<file path="config.mk">
export PLATFORM = sky130hd
export DESIGN_NAME = accel_sequencer
export DESIGN_NICKNAME = d
export VERILOG_FILES = /design/src/rtl/accel_sequencer.sv
export SDC_FILE = /design/constraint.sdc
export NUM_CORES = 1
export LEC_CHECK = 0
export BUFFER_PORTS_ARGS = -buffer_cell sky130_fd_sc_hd__buf_2
export CAP_MARGIN = 0
export CORE_MARGIN = 2
export CORE_UTILIZATION = 43
export CTS_CLUSTER_DIAMETER = 50
export DETAILED_ROUTE_END_ITERATION = 8
export PLACE_DENSITY = 0.6
export SYNTH_ARGS = -nofsm -noshare
export SYNTH_HDL_FRONTEND = slang
export SYNTH_SLANG_ARGS = --single-unit
</file>
<file path="constraint.sdc">
create_clock -name clk -period 4.7 [get_ports clk]
set_clock_uncertainty 0.05 [all_clocks]
set_input_delay 0.235 -clock clk [delete_from_list [all_inputs] [get_ports clk]]
set_output_delay 0.235 -clock clk [all_outputs]
set_load 0.02 [all_outputs]
</file>
<file path="src/rtl/accel_sequencer.sv">
// accel_sequencer: per-transaction phase sequencer for the accelerator datapath.
// Walks LOAD_WEIGHTS (optional) -> LOAD_INPUT -> COMPUTE -> STORE_OUTPUT -> DONE,
// waiting WAKE_CYCLES after each work-state entry for bank power to settle
// before requesting the phase. All outputs come straight from flops.
//
// Handshake: phase_req is held high until the datapath returns phase_ack;
// a cycle with phase_req=1 and phase_ack=1 completes the phase and the FSM
// moves on next cycle. phase_ack while phase_req=0 carries no meaning.

package accel_sequencer_pkg;
   typedef enum logic [1:0] {
      ACCEL_MLP = 2'd0,
      ACCEL_CNN = 2'd1,
      ACCEL_RNN = 2'd2
   } accel_type_e;

   typedef enum logic [2:0] {
      STATE_IDLE         = 3'd0,
      STATE_LOAD_WEIGHTS = 3'd1,
      STATE_LOAD_INPUT   = 3'd2,
      STATE_COMPUTE      = 3'd3,
      STATE_STORE_OUTPUT = 3'd4,
      STATE_DONE         = 3'd5
   } state_e;
endpackage

module accel_sequencer
   import accel_sequencer_pkg::*;
#(
   parameter int WAKE_CYCLES    = 4,
   parameter int TIMEOUT_CYCLES = 65535,
   parameter int CNT_W          = 16
) (
   input  logic        clk,
   input  logic        rst,
   input  logic        start,
   input  accel_type_e accel_sel,
   input  logic        skip_weights,
   input  logic        abort,
   input  logic        phase_ack,
   output logic        phase_req,
   output state_e      current_state,
   output accel_type_e active_accel,
   output logic        accel_active,
   output logic        busy,
   output logic        done,
   output logic        error
);

   state_e            state_q, state_d;
   logic [CNT_W-1:0]  wake_q, wake_d;
   logic [CNT_W-1:0]  to_q, to_d;
   logic              phase_req_q, phase_req_d;
   logic              error_q, error_d;
   accel_type_e       accel_q, accel_d;
   logic              enter_work;
   logic [CNT_W:0]    to_inc;
   logic              timeout_hit;

   // The current unacknowledged cycle is the TIMEOUT_CYCLES-th with phase_req high.
   assign to_inc      = {1'b0, to_q} + {{CNT_W{1'b0}}, 1'b1};
   assign timeout_hit = (to_inc >= (CNT_W+1)'(TIMEOUT_CYCLES));

   // Successor of each work state; STORE_OUTPUT hands over to DONE.
   function automatic state_e next_work(input state_e s);
      case (s)
         STATE_LOAD_WEIGHTS: next_work = STATE_LOAD_INPUT;
         STATE_LOAD_INPUT:   next_work = STATE_COMPUTE;
         STATE_COMPUTE:      next_work = STATE_STORE_OUTPUT;
         STATE_STORE_OUTPUT: next_work = STATE_DONE;
         default:            next_work = STATE_IDLE;
      endcase
   endfunction

   // Next-state, counter and registered-output logic.
   always_comb begin
      state_d     = state_q;
      wake_d      = (wake_q != '0) ? wake_q - CNT_W'(1) : '0;
      to_d        = to_q;
      phase_req_d = phase_req_q;
      error_d     = error_q;
      accel_d     = accel_q;
      enter_work  = 1'b0;

      case (state_q)
         STATE_IDLE: begin
            phase_req_d = 1'b0;
            wake_d      = '0;
            to_d        = '0;
            if (start && !abort) begin
               accel_d    = accel_sel;
               error_d    = 1'b0;
               state_d    = skip_weights ? STATE_LOAD_INPUT : STATE_LOAD_WEIGHTS;
               enter_work = 1'b1;
            end
         end
         STATE_DONE: begin
            state_d     = STATE_IDLE;
            phase_req_d = 1'b0;
            wake_d      = '0;
            to_d        = '0;
         end
         default: begin
            // abort outranks both a completing ack and a timeout
            if (abort) begin
               state_d     = STATE_IDLE;
               phase_req_d = 1'b0;
               wake_d      = '0;
               to_d        = '0;
            end else if (phase_req_q && phase_ack) begin
               state_d = next_work(state_q);
               if (state_d == STATE_DONE) begin
                  phase_req_d = 1'b0;
                  wake_d      = '0;
                  to_d        = '0;
               end else begin
                  enter_work = 1'b1;
               end
            end else if (phase_req_q) begin
               if (timeout_hit) begin
                  state_d     = STATE_IDLE;
                  error_d     = 1'b1;
                  phase_req_d = 1'b0;
                  wake_d      = '0;
                  to_d        = '0;
               end else if (to_q != '1) begin
                  to_d = to_q + CNT_W'(1);
               end
            end else begin
               // raise phase_req once the wake count has run down
               phase_req_d = (wake_q <= CNT_W'(1));
            end
         end
      endcase

      if (enter_work) begin
         wake_d      = CNT_W'(WAKE_CYCLES);
         to_d        = '0;
         phase_req_d = (WAKE_CYCLES == 0);
      end
   end

   // State and counter registers with synchronous reset.
   always_ff @(posedge clk) begin
      if (rst) begin
         state_q     <= STATE_IDLE;
         wake_q      <= '0;
         to_q        <= '0;
         phase_req_q <= 1'b0;
         error_q     <= 1'b0;
         accel_q     <= ACCEL_MLP;
      end else begin
         state_q     <= state_d;
         wake_q      <= wake_d;
         to_q        <= to_d;
         phase_req_q <= phase_req_d;
         error_q     <= error_d;
         accel_q     <= accel_d;
      end
   end

   assign current_state = state_q;
   assign phase_req     = phase_req_q;
   assign active_accel  = accel_q;
   assign accel_active  = (state_q != STATE_IDLE);
   assign busy          = (state_q != STATE_IDLE);
   assign done          = (state_q == STATE_DONE);
   assign error         = error_q;

endmodule
</file>
==> results of run 1 <==
[cell usage in the layout (no fill, tap or decap), types with 4 or more instances in the layout]
cell	count
nor4_1	4
xnor2_1	13
clkbuf_8	5
nor3_1	28
inv_1	7
buf_2	17
nor2_1	22
a31oi_1	18
xor2_1	5
nand2b_1	6
a21oi_1	11
dfxtp_1	39
and3_1	6
nand2_1	21
nand3_1	28
nand4_1	4
ha_1	5
[flip-flops by register name (all words and copies together) (netlist names)]
signal	count
phase_req	1
active_accel	2
wake_q	16
current_state	3
to_q	16
error	1
[routing by layer]
layer	wire length (µm)	share of wire [%]	up-vias	global-route usage, %
met3	202	4.0	2	3.65
met1	2490	49	971	25.5
met2	2320	46	40	29.3
met5	0	0	-	0
li1	-	-	1055	-
met4	21	0.42	0	5.45
[cell families after synthesis]
logic type                 after synthesis  share of synthesized area (%)
DFF                                     39                           34.1
AOI/OAI and AO/OA                       53                           16.0
and+or+nand+nor                        142                           34.1
adders and majority gates                5                           2.73
muxes                                    2                          0.875
xor gates and xnor gates                18                           6.89
buffers and inverters                   26                           5.36
[worst min-delay path, delay by kind of cell]
| family | cells | cell delay, ps |
|---|---|---|
| buffers and inverters | 1 | 70 |
| and+or+nand+nor | 1 | 70 |
| muxes | 1 | 50 |
[report_power, final]
group	internal [µW]	switching (µW)	total [µW]
Sequential	336	8.32	345
Combinational	42.3	55.5	97.8
Clock	104	114	218
[cell type report]
type / count / area share (%)
tap: 70 / 3.56
timing repair buffer: 19 / 4.07
multi-input combinational: 220 / 56.3
clock inverter: 1 / 0.203
clock buffer: 7 / 3.10
inverter: 7 / 1.07
sequential: 39 / 31.7
[how the worst max path moves through the flow]
stage | from | to | cells after the start
2_1_floorplan | to_q[1] | wake_q[10] | 9
3_3_place_gp | to_q[0] | wake_q[2] | 7
3_5_place_dp | to_q[0] | wake_q[2] | 7
4_1_cts | to_q[0] | wake_q[2] | 7
5_1_grt | to_q[0] | wake_q[2] | 7
6_report | to_q[0] | wake_q[2] | 7
[stage by stage]
step | total power [µW] | util [%] | area (µm²) | worst slack (ps)
5_1_grt | 701 | 48.2 | 2460 | 871
6_report | 661 | 48.2 | 2460 | 1260
3_5_place_dp | 450 | 46.6 | 2380 | 1310
3_3_place_gp | 449 | 46.6 | 2380 | 1400
4_1_cts | 674 | 48.2 | 2460 | 1270
2_1_floorplan | 430 | - | 2290 | 2170
==> impl_metrics.ini, run 1 <==
[final_layout]
multi_input_area_um2 = 1390
regArea_um2 = 781
diodes = 0
instances_no_fill = 363
drive_gt1_share_pct = 11.9
n_fill_cell = 526
nNetsFinal = 305
area_growth_pct = 7.55

[logic_synthesis]
synth-main-ff-cell = dfxtp_1
async_reset_ff_share_pct = 0
synthesis.nets = 298
synth-edff-count = 0
ys_ff_latch = 39
synth_most_common_cell = dfxtp_1
synth_area_per_cell_um2 = 8.03
yosysTopAreaCell = dfxtp_1
ys_seq_area_share_pct = 34.1
synthTopCellsByCount = dfxtp_1 (39), nand3_1 (28), nor3_1 (28)
synth.distinct_cells = 52
synth_top_area_share_pct = 34.1
syn-cell-area_um2 = 2290
synth_area_leaders = dfxtp_1 (34%), nand3_1 (6.1%), nor3_1 (6.1%)
synthCells = 285
yosysWarnings = 0

[critical_path]
cp.required_ps = 4810
r2r-end = wake_q[2]
r2r_slack_ps = 1260
r2r_cells = 7
worst_setup_path_start_kind = flop
worstSetupPathType = reg2reg
path_delay_family = simple AND/OR/NAND/NOR gates
worstPathArrival_ps = 3550
cp_cell_sequence = ha_1 > nand3_2 > nor4_4 > xnor2_1 > or4_1 > a21oi_4 > o22ai_1
crit_fanout = 28
critical-path-slowest-cell = or4_1
crit_buf_inv = 0
r2r-start = to_q[0]
max_stage_delay_ps = 990
crit_path_end_kind = flop

[clock_tree]
hold_buffers = 0
clockBufferDepth = 2
root_buffer = clkbuf_8
clk_latency_ps = 280
cts.sinks = 39
cts_resized = 0
clk_pin_slew_ps = 80
cts_inserted_buffers = 5
postCtsSetupRepairBufs = 0
cts_tree = done
cts-htree-levels = 2

[grt]
grt_max_degree = 29
grt_pass1_vias = 1886
grt_use_total_pct = 18.5
grt-ovfl-total = 0
antenna_found_initial = 0
grt_pass1_wl_um = 9030

[sta]
finalSetupTns_ps = 0
fin_crit_ps = 3440
setup_viol = 0
worst_pin_slew_ps = 949
slew_violations = 0
final.period_utilization_pct = 73.2
hold_viol = 0
slew_headroom_pct = 36.7
max_freq_mhz = 291
rsz0062_at_grt = false
whs_ps = 134

[die]
die_area_um2 = 5920
io_pins = 18
initial_core_util_pct = 44.8
coreArea_um2 = 5110
num_rows = 26
fp.dieH_um = 77.0
die_w_um = 77.0

[detailed_routing]
drc_errors = 0
initialDrtViolationCount = 74
first_pass_iters = 6
final_antenna_net_count = 0
vias_per_cell = 5.70
wl_um = 5030
wl_per_cell_um = 13.8
vias = 2068

[hold_path]
worstHoldStart = accel_sel[0]
worstHoldEndpoint = active_accel[0]
hold-path-cell-count = 3
hp-class = in2reg

[place]
port_buffers = 17
dp_cells = 355
gp_congestion = 0.854
dpl.hpwl_um = 3530

[run]
drv_cap = 0

[status]
status = complete, no violations

[pwr]
vdd_drop_max_mv = 0.136
power.leakage_uw = 0.000887
p_per_area_nw_per_um2 = 268
No activity file was read; power rests on OpenSTA's default activity.
==> run 2, diff against run 1 <==
==> constraint.sdc (replaced) <==
create_clock -name clk -period 3.3 [get_ports clk]
set_clock_uncertainty 0.05 [all_clocks]
set_input_delay 0.165 -clock clk [delete_from_list [all_inputs] [get_ports clk]]
set_output_delay 0.165 -clock clk [all_outputs]
set_load 0.02 [all_outputs]
==> run 2 against run 1 <==
  * Utilization rose by 0.96 points
  * Die area did not move
  * Critical path type unchanged
  * Sequential power rose by 42%
  * Setup slack got worse by 890 ps
  * Clock-buffer cell count fell by 2
  * Highest routed layer unchanged
  * Worst hold slack got worse by 82 ps
  * Non-clock buffer count rose by 2
  * Register-to-register slack got worse by 890 ps
  * Critical path depth did not move
  * Sequential share of layout area fell by 0.62 points
  * Total power rose by 57%
==> impl_metrics.ini, run 2 (same netlist as run 1, synthesis figures left out) <==
[run]
drv_cap = 0

[sta]
slew_violations = 0
rsz0062_at_grt = false
fin_ws_ps = 368
finalSetupTns_ps = 0
final.period_utilization_pct = 88.8
fin_crit_ps = 2930
max_freq_mhz = 341
setup_viol = 0
hold_viol = 0
slew_headroom_pct = 61.6
worst_pin_slew_ps = 576

[final_layout]
nNetsFinal = 307
instances_no_fill = 365
diodes = 0
n_fill_cell = 511
layout_commonest_cell = dfxtp_1
final_cell_mix = dfxtp_1 (39), nand3_1 (28), nor3_1 (28)
area_growth_pct = 9.68
drive_gt1_share_pct = 13.2

[pwr]
p_per_area_nw_per_um2 = 412
total_power_uw = 1040
pwr-share-seq_pct = 47.5
power_frac_comb_pct = 13.5
swShare_pct = 25.8
p_int_uw = 768
power.leakage_uw = 0.000909
vdd_drop_max_mv = 0.239
power.switching_uw = 267
power.clock.fraction_pct = 39.1

[clock_tree]
hold_buffers = 0
cts-htree-levels = 2
cts_resized = 0
clk_latency_ps = 290
clockBufferDepth = 2
root_buffer = clkbuf_8
cts.sinks = 39
cts_inserted_buffers = 5
cts_tree = done
clk_pin_slew_ps = 80
postCtsSetupRepairBufs = 0

[detailed_routing]
wl_per_cell_um = 13.9
wl_um = 5060
vias_per_cell = 5.57
final_antenna_net_count = 0
drc_errors = 0
vias = 2034
first_pass_iters = 4
initialDrtViolationCount = 135

[grt]
grt_pass1_wl_um = 8640
grt_max_degree = 28
antenna_found_initial = 0
grt_pass1_vias = 1832
grt-ovfl-total = 0
grt_use_total_pct = 17.6

[status]
status = complete, no violations

[place]
gp_congestion = 0.791
port_buffers = 17
dp_cells = 357
dpl.hpwl_um = 3530
pre_cts_ws_ps = 381

[hold_path]
hp-class = in2reg

[die]
io_pins = 18
coreArea_um2 = 5110
fp.dieH_um = 77.0
die_w_um = 77.0
num_rows = 26
initial_core_util_pct = 44.8
die_area_um2 = 5920

[critical_path]
worst_setup_path_start_kind = flop
r2r_slack_ps = 370
worstPathArrival_ps = 3050
worstSetupPathType = reg2reg
crit_path_end_kind = flop
cp.required_ps = 3420
crit_fanout = 18
-- run 2: layout make-up --
| class | count | area, µm² | share of cell area [%] |
|---|---|---|---|
| Clock buffer | 5 | 68.8 | 2.74 |
| Clock inverter | 3 | 46.3 | 1.84 |
| Inverter | 7 | 26.3 | 1.05 |
| Multi-Input combinational cell | 220 | 1390 | 55.2 |
| Sequential cell | 39 | 781 | 31.1 |
| Tap cell | 70 | 87.6 | 3.49 |
| Timing Repair Buffer | 21 | 115 | 4.59 |
-- run 2: critical path, cell delays in order (launching register included) --
cell and delay, ps:
dfxtp_1 520, ha_1 350, nand3_2 190, nor4_1 460, o2111ai_1 140, or4_1 480, a21oi_4 460, o22ai_1 160
-- run 2: power groups by stage --
stage	clock [µW]	sequential (µW)	combinational (µW)
floorplan	0	502	111
global placement	0	502	139
detailed placement	0	502	140
CTS	420	491	141
global route	442	493	156
finish	404	491	140
-- run 2: per-layer routing --
metal,track usage [%],wire [µm],vias to the layer above
met5,0,0,-
met4,6.00,29,0
met3,5.18,188,7
met2,26.9,2260,33
met1,23.7,2580,933
li1,-,-,1061
-- run 2: per-stage QoR --
stage                     util [%]  hold WS (ps)  instance area (µm²)
after floorplan                  -           262                 2290
after global placement        46.9           351                 2390
after detailed placement      46.9           369                 2390
after CTS                     49.1          39.1                 2510
after global routing          49.1          69.4                 2510
final                         49.1          52.3                 2510
-- run 2: path summary, 6_finish.rpt --
| path | start | to | cells past startpoint |
|---|---|---|---|
| hold reg to reg | error | error | 1 |
| hold / removal | accel_sel[0] | active_accel[0] | 3 |
| setup reg to reg | to_q[0] | wake_q[2] | 7 |
| setup / recovery | to_q[0] | wake_q[2] | 7 |
==> run 3, diff against run 2 <==
--- a/config.mk
+++ b/config.mk
@@ -7,11 +7,11 @@
 export LEC_CHECK = 0
 export BUFFER_PORTS_ARGS = -buffer_cell sky130_fd_sc_hd__buf_2
 export CAP_MARGIN = 0
-export CORE_MARGIN = 2
 export CORE_UTILIZATION = 43
 export CTS_CLUSTER_DIAMETER = 50
 export DETAILED_ROUTE_END_ITERATION = 8
-export PLACE_DENSITY = 0.6
+export MAX_ROUTING_LAYER = met4
+export PLACE_DENSITY = 0.63
 export SYNTH_ARGS = -nofsm -noshare
 export SYNTH_HDL_FRONTEND = slang
 export SYNTH_SLANG_ARGS = --single-unit
==> constraint.sdc (replaced) <==
create_clock -name clk -period 2.5 [get_ports clk]
set_clock_uncertainty 0.05 [all_clocks]
set_input_delay 0.125 -clock clk [delete_from_list [all_inputs] [get_ports clk]]
set_output_delay 0.125 -clock clk [all_outputs]
set_load 0.02 [all_outputs]
==> run 3 against run 2 <==
  * Register-to-register slack got worse by 260 ps
  * Non-clock buffer count up 21
  * First-iteration DRC count is 14% higher
  * Worst hold slack got worse by 29 ps
  * Total power grew 35%
==> impl_metrics.ini, run 3 (same netlist as run 1, synthesis figures left out) <==
[status]
status = complete, no violations

[die]
initial_core_util_pct = 44.8
die_area_um2 = 5620
die_w_um = 75.0
coreArea_um2 = 5110
fp.dieH_um = 75.0
num_rows = 26
io_pins = 18

[clock_tree]
clockBufferDepth = 2
cts_tree = done
clk_latency_ps = 290
root_buffer = clkbuf_8
clk_pin_slew_ps = 80
cts_inserted_buffers = 5
cts.sinks = 39
cts-htree-levels = 2

[critical_path]
crit_path_end_kind = flop
worstSetupPathType = reg2reg
critical_path.startpoint = to_q[0]
cp.required_ps = 2630
crit_fanout = 5
r2r-end = current_state[0]
r2r_cells = 8
worst_setup_path_start_kind = flop
r2r-start = to_q[0]
r2r_slack_ps = 110
worstPathArrival_ps = 2520
endpoint = current_state[0]

[grt]
grt_pass1_vias = 1853
grt_max_degree = 16
grt-ovfl-total = 0
antenna_found_initial = 0
grt_pass1_wl_um = 8450
grt_use_total_pct = 20.1

[sta]
slew_headroom_pct = 62.4
finalSetupTns_ps = 0
final.period_utilization_pct = 95.5
whs_ps = 23.6
fin_crit_ps = 2390
setup_viol = 0
worst_pin_slew_ps = 564
slew_violations = 0
hold_viol = 0
max_freq_mhz = 419

[final_layout]
final_cell_mix = dfxtp_1 (37), nand3_1 (28), nor3_1 (28)
area_growth_pct = 20.0
nNetsFinal = 328
diodes = 0
instances_no_fill = 386
drive_gt1_share_pct = 21.2
finish.utilization_pct = 53.8
layout_commonest_cell = dfxtp_1

[detailed_routing]
final_antenna_net_count = 0
wl_um = 5290
vias_per_cell = 5.64
wl_per_cell_um = 13.7
drc_errors = 0
vias = 2177
initialDrtViolationCount = 154
first_pass_iters = 4

[place]
gp_congestion = 0.826
port_buffers = 17
dpl.hpwl_um = 3740
dp_cells = 378

[pwr]
power.leakage_uw = 0.00106
vdd_drop_max_mv = 0.348
p_per_area_nw_per_um2 = 508

[run]
drv_cap = 0

[hold_path]
hp-class = in2reg
==> run 3: changes by cell type in the layout (fill, tap and decap cells not counted), sizes merged <==
cell,before,now
clkbuf,5,6
clkinvlp,1,0
buf,21,42
==> run 3: stage by stage <==
step           setup slack [ps]  power [µW]  instance area (µm²)
3_3_place_gp               50.9         851                 2590
4_1_cts                  0.0808        1410                 2720
3_5_place_dp              -17.6         851                 2590
6_report                    111        1390                 2750
5_1_grt                   -26.4        1460                 2750
2_1_floorplan              5.31         809                 2310
==> run 3: worst min-delay path by stage <==
stage                                  to  slack, ps  cells after the start         start
after floorplan           active_accel[0]        220                      2  accel_sel[0]
after global placement    active_accel[1]        310                      3  accel_sel[1]
after detailed placement  active_accel[1]        330                      3  accel_sel[1]
after CTS                 active_accel[1]         20                      3  accel_sel[1]
after global routing      active_accel[0]         20                      3  accel_sel[0]
final                     active_accel[1]         20                      3  accel_sel[1]
==> run 3: cell type report <==
class                   count  area (µm²)
repair buffers             42         298
clock buffers               6        82.6
flip-flops and latches     39         783
well taps                  70        87.6
fillers                   490        2360
inverters                   7        26.3
multi-input cells         220        1430
clock inverters             2        38.8
==> run 3: power breakdown <==
group | internal (µW) | switching (µW) | total (µW) | leakage [µW]
sequential | 632 | 11.7 | 644 | 0.000316
combinational | 86.8 | 108 | 194 | 0.000680
clock | 328 | 228 | 556 | 0.0000618
total | 1050 | 347 | 1390 | 0.00106
==> run 3: critical path, cell delays in order (launching register included) <==
cell      delay, ps
dfxtp_2         390
inv_1            60
ha_1            300
o21ba_2         210
nor4_1          350
o211ai_1        190
o41ai_2         280
a21boi_0        180
a32o_1          290
==> run 3: timing repair <==
action / in CTS / in global routing
hold buffers: 0 / 0
pin swaps: 0 / 2
gates resized for setup: 1 / 6
cloned: 0 / 0
endpoints found under the setup margin: 9 / 36
setup buffers: 0 / 0
==> run 3: per-layer routing <==
| layer | vias up | global-route usage (%) | wire length, µm |
|---|---|---|---|
| met4 | 0 | 4.61 | 41 |
| met2 | 53 | 31.7 | 2440 |
| li1 | 1104 | - | - |
| met5 | - | - | 0 |
| met3 | 5 | 3.75 | 184 |
| met1 | 1015 | 26.8 | 2630 |
